### src/rtl/alu_issue.sv
// alu_issue: ID/EX pipeline register that issues decoded instructions to the ALU.
// One entry deep with registered outputs, so an accepted instruction appears on
// the outputs one cycle later. Operands are resolved here, including the
// optional EX/MEM and MEM/WB forwarding.
//
// Ports:
//   i_clk, i_rst                 clock, synchronous active-high reset
//   i_id_valid / o_id_ready      handshake with the decode stage
//   i_pc, i_rs1_data, i_rs2_data, i_imm   PC, register-file reads, immediate
//   i_rs1_addr, i_rs2_addr, i_rd_addr, i_opcode, i_funct3, i_funct7_5  decoded fields
//   i_exm_wr_en/_rd/_data        EX/MEM forward source
//   i_wb_wr_en/_rd/_data         MEM/WB forward source
//   i_flush, i_ex_ready          kill the stage contents / execute stage accepts
//   o_ex_valid, o_op1, o_op2, o_alu_ctrl, o_rd_addr, o_rd_wr_en,
//   o_is_branch, o_branch_inv, o_illegal   issued instruction to execute
module alu_issue #(
    parameter bit FWD_EN = 1'b1
) (
    input  logic        i_clk,
    input  logic        i_rst,
    input  logic        i_id_valid,
    output logic        o_id_ready,
    input  logic [31:0] i_pc,
    input  logic [31:0] i_rs1_data,
    input  logic [31:0] i_rs2_data,
    input  logic [31:0] i_imm,
    input  logic [4:0]  i_rs1_addr,
    input  logic [4:0]  i_rs2_addr,
    input  logic [4:0]  i_rd_addr,
    input  logic [6:0]  i_opcode,
    input  logic [2:0]  i_funct3,
    input  logic        i_funct7_5,
    input  logic        i_exm_wr_en,
    input  logic [4:0]  i_exm_rd,
    input  logic [31:0] i_exm_data,
    input  logic        i_wb_wr_en,
    input  logic [4:0]  i_wb_rd,
    input  logic [31:0] i_wb_data,
    input  logic        i_flush,
    input  logic        i_ex_ready,
    output logic        o_ex_valid,
    output logic [31:0] o_op1,
    output logic [31:0] o_op2,
    output logic [3:0]  o_alu_ctrl,
    output logic [4:0]  o_rd_addr,
    output logic        o_rd_wr_en,
    output logic        o_is_branch,
    output logic        o_branch_inv,
    output logic        o_illegal
);

    // ALU control codes shared with the execute stage.
    localparam logic [3:0] ALU_ADD  = 4'd0;
    localparam logic [3:0] ALU_SUB  = 4'd1;
    localparam logic [3:0] ALU_SLL  = 4'd2;
    localparam logic [3:0] ALU_SLT  = 4'd3;
    localparam logic [3:0] ALU_SLTU = 4'd4;
    localparam logic [3:0] ALU_XOR  = 4'd5;
    localparam logic [3:0] ALU_SRL  = 4'd6;
    localparam logic [3:0] ALU_SRA  = 4'd7;
    localparam logic [3:0] ALU_OR   = 4'd8;
    localparam logic [3:0] ALU_AND  = 4'd9;
    localparam logic [3:0] ALU_BUF  = 4'd10;
    localparam logic [3:0] ALU_EQ   = 4'd11;
    localparam logic [3:0] ALU_GE   = 4'd12;
    localparam logic [3:0] ALU_GEU  = 4'd13;

    localparam logic [6:0] OPC_OP     = 7'b0110011;
    localparam logic [6:0] OPC_OPIMM  = 7'b0010011;
    localparam logic [6:0] OPC_LUI    = 7'b0110111;
    localparam logic [6:0] OPC_AUIPC  = 7'b0010111;
    localparam logic [6:0] OPC_LOAD   = 7'b0000011;
    localparam logic [6:0] OPC_STORE  = 7'b0100011;
    localparam logic [6:0] OPC_JAL    = 7'b1101111;
    localparam logic [6:0] OPC_JALR   = 7'b1100111;
    localparam logic [6:0] OPC_BRANCH = 7'b1100011;

    logic        ex_valid_q, ex_valid_d;
    logic [31:0] op1_q, op1_d;
    logic [31:0] op2_q, op2_d;
    logic [3:0]  ctrl_q, ctrl_d;
    logic [4:0]  rd_q;
    logic        wr_q, wr_d;
    logic        br_q, br_d;
    logic        inv_q, inv_d;
    logic        ill_q, ill_d;

    logic [31:0] rs1_fwd, rs2_fwd;
    logic [3:0]  arith_ctrl;
    logic        accept;

    // EX/MEM is the younger result, so it is checked before MEM/WB.
    function automatic logic [31:0] resolve(input logic [4:0] addr, input logic [31:0] rf_data);
        logic [31:0] val;
        val = rf_data;
        if (addr == 5'd0) begin
            val = 32'd0;
        end else if (FWD_EN && i_exm_wr_en && (i_exm_rd == addr)) begin
            val = i_exm_data;
        end else if (FWD_EN && i_wb_wr_en && (i_wb_rd == addr)) begin
            val = i_wb_data;
        end
        return val;
    endfunction

    always_comb begin
        rs1_fwd = resolve(i_rs1_addr, i_rs1_data);
        rs2_fwd = resolve(i_rs2_addr, i_rs2_data);
    end

    // funct7_5 turns ADD into SUB only for register-register ops; immediate
    // ops carry immediate bits there except for the shift-right encoding.
    always_comb begin
        arith_ctrl = ALU_ADD;
        case (i_funct3)
            3'b000: arith_ctrl = (i_funct7_5 && i_opcode == OPC_OP) ? ALU_SUB : ALU_ADD;
            3'b001: arith_ctrl = ALU_SLL;
            3'b010: arith_ctrl = ALU_SLT;
            3'b011: arith_ctrl = ALU_SLTU;
            3'b100: arith_ctrl = ALU_XOR;
            3'b101: arith_ctrl = i_funct7_5 ? ALU_SRA : ALU_SRL;
            3'b110: arith_ctrl = ALU_OR;
            3'b111: arith_ctrl = ALU_AND;
            default: arith_ctrl = ALU_ADD;
        endcase
    end

    always_comb begin
        ctrl_d = ALU_ADD;
        op1_d  = 32'd0;
        op2_d  = 32'd0;
        wr_d   = 1'b0;
        br_d   = 1'b0;
        inv_d  = 1'b0;
        ill_d  = 1'b0;
        case (i_opcode)
            OPC_OP: begin
                ctrl_d = arith_ctrl; op1_d = rs1_fwd; op2_d = rs2_fwd; wr_d = 1'b1;
            end
            OPC_OPIMM: begin
                ctrl_d = arith_ctrl; op1_d = rs1_fwd; op2_d = i_imm; wr_d = 1'b1;
            end
            OPC_LUI: begin
                ctrl_d = ALU_BUF; op2_d = i_imm; wr_d = 1'b1;
            end
            OPC_AUIPC: begin
                op1_d = i_pc; op2_d = i_imm; wr_d = 1'b1;
            end
            OPC_LOAD, OPC_STORE: begin
                op1_d = rs1_fwd; op2_d = i_imm; wr_d = (i_opcode == OPC_LOAD);
            end
            OPC_JAL, OPC_JALR: begin
                op1_d = i_pc; op2_d = 32'd4; wr_d = 1'b1;
            end
            OPC_BRANCH: begin
                if (i_funct3 == 3'b010 || i_funct3 == 3'b011) begin
                    ill_d = 1'b1;
                end else begin
                    op1_d = rs1_fwd;
                    op2_d = rs2_fwd;
                    br_d  = 1'b1;
                    case (i_funct3)
                        3'b000:  ctrl_d = ALU_EQ;
                        3'b001:  begin ctrl_d = ALU_EQ; inv_d = 1'b1; end
                        3'b100:  ctrl_d = ALU_SLT;
                        3'b101:  ctrl_d = ALU_GE;
                        3'b110:  ctrl_d = ALU_SLTU;
                        default: ctrl_d = ALU_GEU;
                    endcase
                end
            end
            default: ill_d = 1'b1;
        endcase
        if (i_rd_addr == 5'd0) begin
            wr_d = 1'b0;
        end
    end

    assign o_id_ready = !ex_valid_q | i_ex_ready;
    assign accept     = i_id_valid & o_id_ready & !i_flush;

    always_comb begin
        ex_valid_d = ex_valid_q;
        if (i_flush) begin
            ex_valid_d = 1'b0;
        end else if (accept) begin
            ex_valid_d = 1'b1;
        end else if (i_ex_ready) begin
            ex_valid_d = 1'b0;
        end
    end

    // Payload only loads on accept, so a stalled entry stays put.
    always_ff @(posedge i_clk) begin
        if (i_rst) begin
            ex_valid_q <= 1'b0;
            op1_q      <= 32'd0;
            op2_q      <= 32'd0;
            ctrl_q     <= 4'd0;
            rd_q       <= 5'd0;
            wr_q       <= 1'b0;
            br_q       <= 1'b0;
            inv_q      <= 1'b0;
            ill_q      <= 1'b0;
        end else begin
            ex_valid_q <= ex_valid_d;
            if (accept) begin
                op1_q  <= op1_d;
                op2_q  <= op2_d;
                ctrl_q <= ctrl_d;
                rd_q   <= i_rd_addr;
                wr_q   <= wr_d;
                br_q   <= br_d;
                inv_q  <= inv_d;
                ill_q  <= ill_d;
            end
        end
    end

    assign o_ex_valid   = ex_valid_q;
    assign o_op1        = op1_q;
    assign o_op2        = op2_q;
    assign o_alu_ctrl   = ctrl_q;
    assign o_rd_addr    = rd_q;
    assign o_rd_wr_en   = wr_q;
    assign o_is_branch  = br_q;
    assign o_branch_inv = inv_q;
    assign o_illegal    = ill_q;

endmodule

### config.mk
export PLATFORM = sky130hd
export DESIGN_NAME = alu_issue
export DESIGN_NICKNAME = d
export VERILOG_FILES = /design/src/rtl/alu_issue.sv
export SDC_FILE = /design/constraint.sdc
export NUM_CORES = 1
export LEC_CHECK = 0
export BUFFER_PORTS_ARGS = -buffer_cell sky130_fd_sc_hd__buf_4
export CAP_MARGIN = 20
export CELL_PAD_IN_SITES_DETAIL_PLACEMENT = 0
export CELL_PAD_IN_SITES_GLOBAL_PLACEMENT = 2
export CORE_UTILIZATION = 25
export CTS_CLUSTER_DIAMETER = 50
export DETAILED_ROUTE_END_ITERATION = 10
export PLACE_DENSITY_LB_ADDON = 0.3
export SLEW_MARGIN = 20
export SYNTH_ARGS = -nofsm -noshare
export SYNTH_HDL_FRONTEND = slang
export SYNTH_SLANG_ARGS = --single-unit
### constraint.sdc
create_clock -name i_clk -period 5 [get_ports i_clk]
set_input_delay 0.5 -clock i_clk [delete_from_list [all_inputs] [get_ports i_clk]]
set_output_delay 0.5 -clock i_clk [all_outputs]
set_load 0.01 [all_outputs]
## Word level (Yosys, flattened, before mapping)

Index checks and enable logic that the tools add are counted.

- Register bits after elaboration: 78
- Input port bits: 235
- Output and inout bits: 79
- Word-level logic and storage cells: 82

- Equal/unequal tests: 20
- Mux-type cells: 27
- Bitwise operators: 3
- Reductions and logical operators: 23

Operator list:

| cell | count |
|---|---|
| 32-bit 2-to-1 mux | 8 |
| 32-bit one-hot mux with 4 select lines | 1 |
| 32-bit one-hot mux with 3 select lines | 1 |
| 4-bit one-hot mux with 8 select lines | 1 |
| 7-bit by 6-bit == test with 1-bit output, second input constant | 3 |
| 7-bit == test, second input constant | 3 |
| 5-bit == test | 4 |
| 4-bit one-hot mux with 4 select lines | 1 |
| 5-bit zero test | 3 |
| 7-bit by 5-bit == test with 1-bit output, second input constant | 2 |
| 3-bit == test, second input constant | 4 |
| 4-bit one-hot mux with 3 select lines | 1 |
| 1-bit 2-to-1 mux | 11 |
| 2-bit OR reduction | 5 |
| 8-bit OR reduction | 1 |
| 7-bit by 2-bit == test with 1-bit output, second input constant | 1 |
| 3-bit by 2-bit == test with 1-bit output, second input constant | 2 |
| 6-bit OR reduction | 1 |
| 1-bit logical AND | 5 |
| 5-bit OR reduction | 1 |
| 4-bit 2-to-1 mux | 1 |
| 1-bit one-hot mux with 2 select lines | 2 |
| 4-bit OR reduction | 1 |
| 3-bit by 1-bit == test with 1-bit output, second input constant | 1 |
| other kinds (7) | 9 |

## Depth between registers and ports, before layout

- Depth in word-level cells: 7
- Mapped depth: 9
- Gate-level depth less buffers: 6

## Worst setup path before layout

Ideal clock, no wire load.

- Path kind: input to register
- From: input i_opcode[6]
- To: register op2_q[11], in the netlist o_op2[11]
- Setup time: 0.088 ns
- Data arrival time: 1.945 ns
- Data required time: 4.912 ns
- Path slack: 2.967 ns
- Stages: 9
- Buffers on the path: 4
- Cells stage by stage: buf_4 > and3b_1 > buf_4 > and2_4 > o221ai_2 > or3_1 > buf_2 > buf_6 > o32ai_2

- Word-level cells in the longest chain between the ends: 3
- Elaborated cells between the ends (all ways): 12
- Classes of those cells: 9 x eq/ne; 1 x mux; 2 x reduce/logical

RTL lines:

| what | line | RTL |
|---|---|---|
| start, declared | 30 | `input logic [6:0] i_opcode,` |
| 7-bit by 2-bit == test with 1-bit output, or another cell as far along | 136 | `case (i_opcode)` |
| 5-bit OR reduction (no line) or 2-bit OR reduction (tied branches) | -- |  |
| 32-bit one-hot mux with 4 select lines * | 136 |  |
| end signal, assigned | 209 | `op2_q <= op2_d;` |
| end, declared | 80 | `logic [31:0] op2_q, op2_d;` |

Mark *: on every way between the ends. The rest lies on a longest branch, timed or not.
A chain may end at the register's enable or synchronous reset.

## Worst setup path after layout

- From: register ex_valid_q, in the netlist o_ex_valid
- To: register op2_q[4], in the netlist o_op2[4]

- Word-level cells in the longest chain between the ends: 4

RTL lines:

| what | line | RTL |
|---|---|---|
| start, declared | 78 | `logic ex_valid_q, ex_valid_d;` |
| start signal, assigned | 206 | `ex_valid_q <= ex_valid_d;` |
| 1-bit zero test | 179 | `assign o_id_ready = !ex_valid_q \| i_ex_ready;` |
| 1-bit OR | 179 |  |
| 1-bit bitwise AND (2 in a row) | 180 | `assign accept = i_id_valid & o_id_ready & !i_flush;` |

Every way passes these cells.

==> impl_metrics.env <==
export IMPL_run_status="finished, final reports clean"
export IMPL_synth_lib_cells_used_distinct=53
export IMPL_drt_first_pass_iters=6
export IMPL_clk_path_buf_depth=2
export IMPL_ys_ff_latch=78
export IMPL_wirelength_um=26900
export IMPL_cts_root_buffer_cell="sky130_fd_sc_hd__clkbuf_16"
export IMPL_vias_per_cell=5.315
export IMPL_grt_total_usage=0.2345
export IMPL_drc=0
export IMPL_cts_buffers=9
export IMPL_final_layout_size_suffix_gt1_frac=0.3868
export IMPL_clock_sinks=78
export IMPL_gr_total_overflow=0
export IMPL_synth_top_cell_area_share=0.2824
export IMPL_total_leakage_power_nw=3.344
export IMPL_timing_max_cap_violations=0
export IMPL_core_area_mm2=0.02176
export IMPL_synth_seq_area_share=0.2824
export IMPL_critPathKind="reg2reg"
export IMPL_ffs_w_async_s_r_synth=0
export IMPL_fin_crit_sh=0.5623
export IMPL_hpwl_um=19350
export IMPL_clock_skew_ps=6.596
export IMPL_antenna_cells_inserted=0
export IMPL_drt_first_iter_violations=314
export IMPL_post_dp_cell_area_mm2=0.008034
export IMPL_floorplan_initialDensity=0.2541
export IMPL_synth_top_cells_by_count="sky130_fd_sc_hd__nor2_1 (99), sky130_fd_sc_hd__nand3_1 (82), sky130_fd_sc_hd__dfxtp_1 (78), sky130_fd_sc_hd__clkbuf_1 (71), sky130_fd_sc_hd__a21oi_1 (59)"
export IMPL_vias=6793
export IMPL_grt_pass1_vias=6958
export IMPL_timing_setup_tns_ps=0
export IMPL_rsz0062_at_grt="false"
export IMPL_post_synth_cell_area_avg_um2=7.472
export IMPL_synth_warning_count=0
export IMPL_crit_path_max_fanout=45
export IMPL_rr_endpoint="o_op2[4]"
export IMPL_hold_path_cell_count=2
export IMPL_synth_fp_nets=975
export IMPL_synth_edff_count=0
export IMPL_tritoncts="done"
export IMPL_r2r_start="o_ex_valid"
export IMPL_layout_filler_cells=2352
export IMPL_total_power_mw=1.666
export IMPL_cts_hold_buffers=0
export IMPL_grt_start_max_net_pins=78
export IMPL_clock_fmax_mhz=355.7
export IMPL_antenna_violating_nets_post_route=0
export IMPL_final_hold_violation_count=0
export IMPL_top_flip_flop_cell_by_instance_count_after_synthesis="sky130_fd_sc_hd__dfxtp_1"
export IMPL_yosys_top_cells_area="sky130_fd_sc_hd__dfxtp_1 (28%), sky130_fd_sc_hd__nand3_1 (7.4%), sky130_fd_sc_hd__nor2_1 (6.7%)"
export IMPL_rows=54
export IMPL_peakVddDrop_mv=0.1271
export IMPL_global_route_wire_length_before_repair_um=40450
export IMPL_antenna_violations_before_repair=0
export IMPL_slew_limit_headroom=0.3378
export IMPL_postSynthCellCount=740
export IMPL_finalSetupViolCount=0
export IMPL_most_common_cell_in_the_synthesized_netlist="sky130_fd_sc_hd__nor2_1"
export IMPL_critPathRequiredTime_ps=5240
export IMPL_syn2layout_area_growth_pct=50.26
export IMPL_die_area_mm2=0.02272
export IMPL_clkSlewWorstSetupHoldPaths_ps=70
export IMPL_r2r_cells=6
export IMPL_hold_path_endpoint="o_ex_valid"
export IMPL_nNetsFinal=1230
export IMPL_cts_max_level=3
export IMPL_period_minus_slack_ps=2812
export IMPL_clock_insertion_delay_worst_skew_ps=340
export IMPL_slew_violations=0
export IMPL_max_slew_worst_pin_slew_ps=993.3
export IMPL_floorplan_die_height_um=150.7
export IMPL_average_routed_wire_per_standard_cell_um=21.05
export IMPL_design_area_mm2=0.008308
export IMPL_post_cts_setup_buffers=0
export IMPL_finalCoreUtilization=0.3819
export IMPL_hold_path_startpoint="i_flush"
export IMPL_port_buffers=313
export IMPL_synth_top_cell_by_area="sky130_fd_sc_hd__dfxtp_1"
export IMPL_worstSetupStartpointType="flop"
export IMPL_place_gp_congestion=0.8101
export IMPL_hold_class="in2reg"
export IMPL_cts_repair_resize_count=0
export IMPL_worst_ep_arrival_time_ps=3050
export IMPL_regToRegSetupSlack_ps=2190
export IMPL_critical_path_end_type="flop"
export IMPL_die_width_um=150.7
export IMPL_io_pins=314
export IMPL_power_density_mw_per_mm2=200.5
export IMPL_synth_cell_area_mm2=0.005529
==> registers in the layout (all words and copies together), names as in the netlist <==
name	count
o_op2	32
o_rd_wr_en	1
o_branch_inv	1
o_ex_valid	1
o_illegal	1
o_op1	32
o_is_branch	1
o_alu_ctrl	4
o_rd_addr	5
==> through the flow <==
step           setup slack [ps]  cells  hold WS, ps
4_1_cts                    2144   1278        337.5
6_report                   2188   1278        354.7
3_5_place_dp               2074   1264        447.8
3_3_place_gp               2029   1263        444.1
2_1_floorplan              2967    740        476.1
5_1_grt                    2015   1278        345.9
==> worst max-delay path, cell delays in order, from the launching register on <==
cell and delay, ps:
sky130_fd_sc_hd__dfxtp_1 310, sky130_fd_sc_hd__nor2b_2 180, sky130_fd_sc_hd__nor3b_4 150, sky130_fd_sc_hd__buf_4 450, sky130_fd_sc_hd__o211ai_1 240, sky130_fd_sc_hd__or3_2 920
sky130_fd_sc_hd__o32ai_1 430
==> area by class of cell <==
cell class | count | area [um2] | share of cell area
Clock inverter | 3 | 21.27 | 0.002560
Clock buffer | 11 | 252.7 | 0.03042
Tap cell | 280 | 350.3 | 0.04217
Sequential cell | 78 | 1562 | 0.1880
Multi-Input combinational cell | 573 | 3626 | 0.4364
Timing Repair Buffer | 330 | 2485 | 0.2991
Inverter | 3 | 11.26 | 0.001355
==> kinds of logic after synthesis <==
family          share of synthesized area
compound gates                     0.3668
xor+xnor                          0.03327
buf+inv                           0.06811
flops                              0.2824
mux                              0.001810
simple gates                       0.2476
==> power breakdown <==
part / internal [mW] / leakage, nW / switching (mW)
clock: 0.359 / 0.133 / 0.281
combinational: 0.193 / 2.58 / 0.203
sequential: 0.627 / 0.629 / 0.00315
total: 1.18 / 3.34 / 0.487
==> placed cells by master (no fill, tap or decap), types with 3 or more instances in the layout <==
cell type / netlist / routed
sky130_fd_sc_hd__a211oi_1: 34 / 34
sky130_fd_sc_hd__a21o_1: 16 / 16
sky130_fd_sc_hd__a21oi_1: 59 / 59
sky130_fd_sc_hd__a22oi_1: 33 / 33
sky130_fd_sc_hd__and3_1: 15 / 15
sky130_fd_sc_hd__and3b_1: 3 / 3
sky130_fd_sc_hd__buf_4: 3 / 329
sky130_fd_sc_hd__clkbuf_16: 0 / 9
sky130_fd_sc_hd__dfxtp_1: 78 / 78
sky130_fd_sc_hd__nand2_1: 49 / 49
sky130_fd_sc_hd__nand2b_1: 3 / 3
sky130_fd_sc_hd__nand3_1: 82 / 82
sky130_fd_sc_hd__nand3b_1: 4 / 4
sky130_fd_sc_hd__nand4_1: 4 / 4
sky130_fd_sc_hd__nor2_1: 99 / 98
sky130_fd_sc_hd__nor2b_1: 3 / 3
sky130_fd_sc_hd__nor3_1: 6 / 5
sky130_fd_sc_hd__nor4bb_1: 3 / 3
sky130_fd_sc_hd__o211ai_1: 4 / 4
sky130_fd_sc_hd__o21ai_0: 8 / 8
sky130_fd_sc_hd__o22ai_1: 33 / 33
sky130_fd_sc_hd__o31ai_2: 16 / 16
sky130_fd_sc_hd__o32ai_1: 33 / 33
sky130_fd_sc_hd__o32ai_2: 14 / 14
sky130_fd_sc_hd__or2_1: 4 / 4
sky130_fd_sc_hd__or4_1: 3 / 3
sky130_fd_sc_hd__xnor2_1: 20 / 18
==> routing by layer <==
layer  part of all wire  track usage  up-vias
met5                  0            0        -
met4              0.020      0.07000        0
met3              0.076      0.05879       34
met2               0.48       0.3887      277
met1               0.43       0.2976     3184
li1                   -            -     3298
==> worst max path at each step <==
stage / startpoint / to / slack, ps / depth (start not counted)
floorplan: i_opcode[6] / o_op2[11] / 2970 / 9
global placement: i_rs1_addr[0] / o_op1[31] / 2030 / 7
detailed placement: i_flush / o_op2[4] / 2070 / 6
CTS: o_ex_valid / o_op2[4] / 2140 / 6
global route: o_ex_valid / o_op2[4] / 2010 / 6
finish: o_ex_valid / o_op2[4] / 2190 / 6
Note: power is estimated with default switching activity, not from simulation.
